==> src/rtl/weighted_rr_arbiter.sv <==
// Weighted round-robin arbiter: each owner keeps the grant for up to weight[i] whole packets per turn.
// Latency: grant is registered one cycle after request in IDLE; every release costs exactly one IDLE cycle.
// Backpressure: out_ready only gates beat acceptance; the grant is locked to the owner between packet ends.
//
// Ports:
//   clk, rst_n      clock, asynchronous active-low reset
//   arb_enable      permits new arbitration (and continuing a turn past a packet end)
//   request         per-requester request, held until its last beat is accepted
//   req_last        per-requester end-of-packet flag for the current beat
//   weight          packed packets-per-turn, requester i at [i*WEIGHT_W +: WEIGHT_W]; 0 acts as 1
//   out_ready       downstream accepts a beat
//   grant           registered one-hot grant or zero
//   grant_idx       binary index of the owner, valid while grant_valid is high
//   grant_valid     registered, high when grant is nonzero
module weighted_rr_arbiter #(
  parameter int NUM_REQ  = 4,
  parameter int WEIGHT_W = 4,
  parameter int IDX_W    = $clog2(NUM_REQ)
) (
  input  logic                         clk,
  input  logic                         rst_n,
  input  logic                         arb_enable,
  input  logic [NUM_REQ-1:0]           request,
  input  logic [NUM_REQ-1:0]           req_last,
  input  logic [NUM_REQ*WEIGHT_W-1:0]  weight,
  input  logic                         out_ready,
  output logic [NUM_REQ-1:0]           grant,
  output logic [IDX_W-1:0]             grant_idx,
  output logic                         grant_valid
);

  typedef enum logic {IDLE, HOLD} state_t;

  state_t                state, state_nxt;
  logic [IDX_W-1:0]      ptr, ptr_nxt;
  logic [IDX_W-1:0]      idx_nxt;
  logic [WEIGHT_W-1:0]   credit, credit_nxt;
  logic [WEIGHT_W-1:0]   credit_dec;
  logic [NUM_REQ-1:0]    grant_nxt;
  logic                  valid_nxt;
  // Set for the cycle right after a packet end that did not release: the owner
  // must still be requesting then, otherwise its turn ends.
  logic                  boundary, boundary_nxt;

  logic [WEIGHT_W-1:0]   weight_arr [NUM_REQ];
  logic                  pick_found;
  logic [IDX_W-1:0]      pick_idx;
  logic [WEIGHT_W-1:0]   pick_weight;
  logic                  owner_req;
  logic                  owner_last;
  logic                  beat;
  logic                  pkt_end;
  logic [IDX_W-1:0]      ptr_after_owner;

  for (genvar g = 0; g < NUM_REQ; g++) begin : g_weight
    assign weight_arr[g] = weight[g*WEIGHT_W +: WEIGHT_W];
  end

  // First requester at or after ptr, wrapping at NUM_REQ (not at 2**IDX_W).
  always_comb begin
    int cand;
    pick_found = 1'b0;
    pick_idx   = '0;
    cand       = 0;
    for (int i = 0; i < NUM_REQ; i++) begin
      cand = int'(ptr) + i;
      if (cand >= NUM_REQ) cand = cand - NUM_REQ;
      if (!pick_found && request[IDX_W'(cand)]) begin
        pick_found = 1'b1;
        pick_idx   = IDX_W'(cand);
      end
    end
  end

  assign pick_weight     = weight_arr[pick_idx];
  assign owner_req       = request[grant_idx];
  assign owner_last      = req_last[grant_idx];
  assign beat            = grant_valid & out_ready & owner_req;
  assign pkt_end         = beat & owner_last;
  assign credit_dec      = credit - WEIGHT_W'(1);
  assign ptr_after_owner = (grant_idx == IDX_W'(NUM_REQ - 1)) ? '0 : grant_idx + IDX_W'(1);

  always_ff @(posedge clk or negedge rst_n) begin
    if (!rst_n) begin
      state       <= IDLE;
      ptr         <= '0;
      credit      <= '0;
      grant       <= '0;
      grant_idx   <= '0;
      grant_valid <= 1'b0;
      boundary    <= 1'b0;
    end else begin
      state       <= state_nxt;
      ptr         <= ptr_nxt;
      credit      <= credit_nxt;
      grant       <= grant_nxt;
      grant_idx   <= idx_nxt;
      grant_valid <= valid_nxt;
      boundary    <= boundary_nxt;
    end
  end

  always_comb begin
    state_nxt    = state;
    ptr_nxt      = ptr;
    credit_nxt   = credit;
    grant_nxt    = grant;
    idx_nxt      = grant_idx;
    valid_nxt    = grant_valid;
    boundary_nxt = 1'b0;

    unique case (state)
      IDLE: begin
        if (arb_enable && pick_found) begin
          state_nxt  = HOLD;
          idx_nxt    = pick_idx;
          grant_nxt  = NUM_REQ'(1) << pick_idx;
          valid_nxt  = 1'b1;
          credit_nxt = (pick_weight == '0) ? WEIGHT_W'(1) : pick_weight;
        end
      end
      HOLD: begin
        if (pkt_end) begin
          credit_nxt = credit_dec;
          if (credit_dec == '0 || !arb_enable) begin
            state_nxt = IDLE;
            grant_nxt = '0;
            valid_nxt = 1'b0;
            ptr_nxt   = ptr_after_owner;
          end else begin
            boundary_nxt = 1'b1;
          end
        end else if (boundary && !owner_req) begin
          state_nxt = IDLE;
          grant_nxt = '0;
          valid_nxt = 1'b0;
          ptr_nxt   = ptr_after_owner;
        end
      end
      default: begin
        state_nxt = IDLE;
      end
    endcase
  end

endmodule

==> config.mk <==
export PLATFORM = sky130hd
export DESIGN_NAME = weighted_rr_arbiter
export DESIGN_NICKNAME = d
export VERILOG_FILES = /design/src/rtl/weighted_rr_arbiter.sv
export SDC_FILE = /design/constraint.sdc
export NUM_CORES = 1
export LEC_CHECK = 0
export BUFFER_PORTS_ARGS = -buffer_cell sky130_fd_sc_hd__buf_2
export CAP_MARGIN = 25
export CELL_PAD_IN_SITES_DETAIL_PLACEMENT = 1
export CELL_PAD_IN_SITES_GLOBAL_PLACEMENT = 2
export CORE_MARGIN = 8
export CORE_UTILIZATION = 29
export DETAILED_ROUTE_END_ITERATION = 7
export PLACE_DENSITY_LB_ADDON = 0.1
export SYNTH_ARGS = -nofsm -noshare
export SYNTH_HDL_FRONTEND = slang
export SYNTH_SLANG_ARGS = --single-unit
==> constraint.sdc <==
create_clock -name clk -period 2.28 [get_ports clk]
set_input_delay 0.456 -clock clk [delete_from_list [all_inputs] [get_ports clk]]
set_output_delay 0.456 -clock clk [all_outputs]
set_load 0.1 [all_outputs]
==> metrics.yaml <==
worstSkewPairLatency_ns: 0.24
drtPass1Iterations: 4
dieArea_um2: 5870
post-route-min-period_ns: 2.01
netlist-cell-type-count: 41
ctsHoldBuffers: 0
antenna_cells: 0
io_pins: 35
cap_viol_max_count: 0
vias: 1032
synth_warnings: 0
dp.final_hpwl_mm: 2.75
hold_viol: 0
yosysSeqAreaShare: 0.353
worstSetupStartpoint: "ptr[0]"
ir_worst_vdd_v: 0.000752
post_cts_buffers: 0
synth_nets: 145
min_period_over_period: 0.880
n_fill_cell: 449
via_per_inst: 5.08
htreeDepth: 1
worst_clock_skew_ns: 0.00530
synthFlopType: "dfrtp_1"
multi_input_area_um2: 643
yosys.area.top_type: "dfrtp_1"
grt_antenna_before_repair: 0
totalWireLength_mm: 3.23
cts.sinks: 15
syn_area_per_cell_um2: 9.34
worst_slew_pin_slew_ns: 0.491
stdcell_area_um2: 1380
die_h_um: 76.6
cts_root_buf: "clkbuf_8"
r2r_slack_ns: 0.27
grt_pass1_wl_mm: 5.63
initial_core_util: 0.295
crit_path_start_kind: "flop"
final_nets: 187
worstSetupPathType: "reg2reg"
grt_max_degree: 16
yosysMostFrequentCell: "dfrtp_1"
p_leak_nw: 0.637
drive_gt1_frac: 0.335
async_reset_ff_frac: 1.00
regToRegEndpoint: "credit[1]"
fmax_ghz: 0.499
synth_top_cell_area_share: 0.353
synthCells: 114
cp.required_ns: 2.44
reg2regPathDepth: 6
finalHoldWorstSlack_ns: 0.115
cts_resized: 0
yosys-top-cells-count: "15 x dfrtp_1, 9 x a21oi_1, 7 x inv_1, 7 x nand2_1, 7 x nor2_1"
status: "complete, no violations"
syn_to_final_growth_pct: 29.1
cts_buffers: 3
wl_per_cell_um: 15.9
grt_usage: 0.115
end_kind: "flop"
worstPathArrival_ns: 2.16
synth_edf_count: 0
core_um2: 3610
drc: 0
placed_area_um2: 1330
grt_pass1_vias: 1179
drtAntennaViolNets: 0
cts_buffer_depth: 2
dr.first_iter.drc_count: 44
p_per_area_nw_per_um2: 1320
finalSetupViolCount: 0
ff_latch_area_um2: 378
grt-ovfl-total: 0
gp_congestion: 0.816
critPathMaxFanout: 7
synth.cell_area_um2: 1060
clkTransAtPathRegs_ns: 0.06
slew_violations: 0
maxSlewHeadroom: 0.675
worst_hold_path_type: "in2async"
num_rows: 22
setup_tns_ns: 0
die_w_um: 76.6
worstReg2RegStart: "ptr[0]"
io_buffer_count: 34
ys_ff_latch: 15
cts_tree: "built"
rsz0062_at_grt: "no"
yosys-top-cells-area: "dfrtp_1 35%, a211oi_2 4.7%, a21oi_1 4.2%"
==> how the worst max path moves through the flow <==
stage | endpoint | slack (ns) | cells after the start
after floorplan | ptr[0] | 0.19 | 4
after global placement | credit[1] | 0.15 | 7
after detailed placement | credit[1] | 0.08 | 7
after CTS | credit[1] | 0.25 | 6
after global routing | credit[0] | 0.04 | 6
final | credit[1] | 0.27 | 6
==> power breakdown <==
| part | internal, mW | total (mW) | switching [mW] |
|---|---|---|---|
| logic | 0.357 | 1.07 | 0.716 |
| clock network | 0.124 | 0.212 | 0.0882 |
| registers | 0.385 | 0.535 | 0.149 |
| total | 0.866 | 1.82 | 0.953 |
==> logic make-up after synthesis <==
kind of cell / count (synthesis) / synth area share
and+or+nand+nor: 34 / 0.172
muxes: 6 / 0.0705
adders and majority gates: 3 / 0.0353
DFF: 15 / 0.353
buffers and inverters: 11 / 0.0435
AOI/OAI and AO/OA: 41 / 0.294
xor gates and xnor gates: 4 / 0.0329
==> layer usage <==
metal / part of all wire / vias to the layer above / wire [µm] / global-route usage
met1: 0.49 / 501 / 1590 / 0.145
met2: 0.46 / 21 / 1470 / 0.187
met3: 0.044 / 2 / 143 / 0.0307
met4: 0.0065 / 0 / 21 / 0.0346
met5: 0 / - / 0 / 0
li1: - / 508 / - / -
==> state kept, by name (all words and copies together) (netlist names) <==
signal	count
ptr	2
grant	4
boundary	1
grant_valid	1
credit	4
grant_idx	2
state	1
==> area by class of cell <==
cell class              instances  share of cell area
clock buffers                   4              0.0328
inverters                       7              0.0191
multi-input cells              88               0.468
flip-flops and latches         15               0.275
well taps                      48              0.0437
repair buffers                 41               0.162
==> through the flow <==
stage / total power, mW / setup slack [ns] / cells / util
final: 1.82 / 0.274 / 203 / 0.381
after global routing: 1.96 / 0.0370 / 203 / 0.381
after CTS: 1.85 / 0.252 / 203 / 0.381
after detailed placement: 1.63 / 0.0826 / 199 / 0.369
after global placement: 1.61 / 0.149 / 199 / 0.369
after floorplan: 1.36 / 0.193 / 114 / -
==> cells in the final DEF, fill, tap and decap left out, drive strengths merged, types with 3 or more instances in the layout <==
cell type	synthesis	routed
o21ai	4	4
nor3b	6	6
o211ai	3	3
nand2	7	7
ha	3	3
a21oi	9	9
buf	2	41
a21o	3	3
inv	7	7
nor2	7	7
mux2i	3	3
a32o	4	4
nand2b	3	3
a211oi	6	6
dfrtp	15	15
clkbuf	2	4
==> critical path: stages (launching register included) <==
cell and delay [ns]:
dfrtp_1 0.42, nor3b_1 0.17, a211oi_2 0.43, or2_1 0.34
a211oi_2 0.13, a211o_1 0.29, a22oi_1 0.15
(Power assumes the default switching activity.)
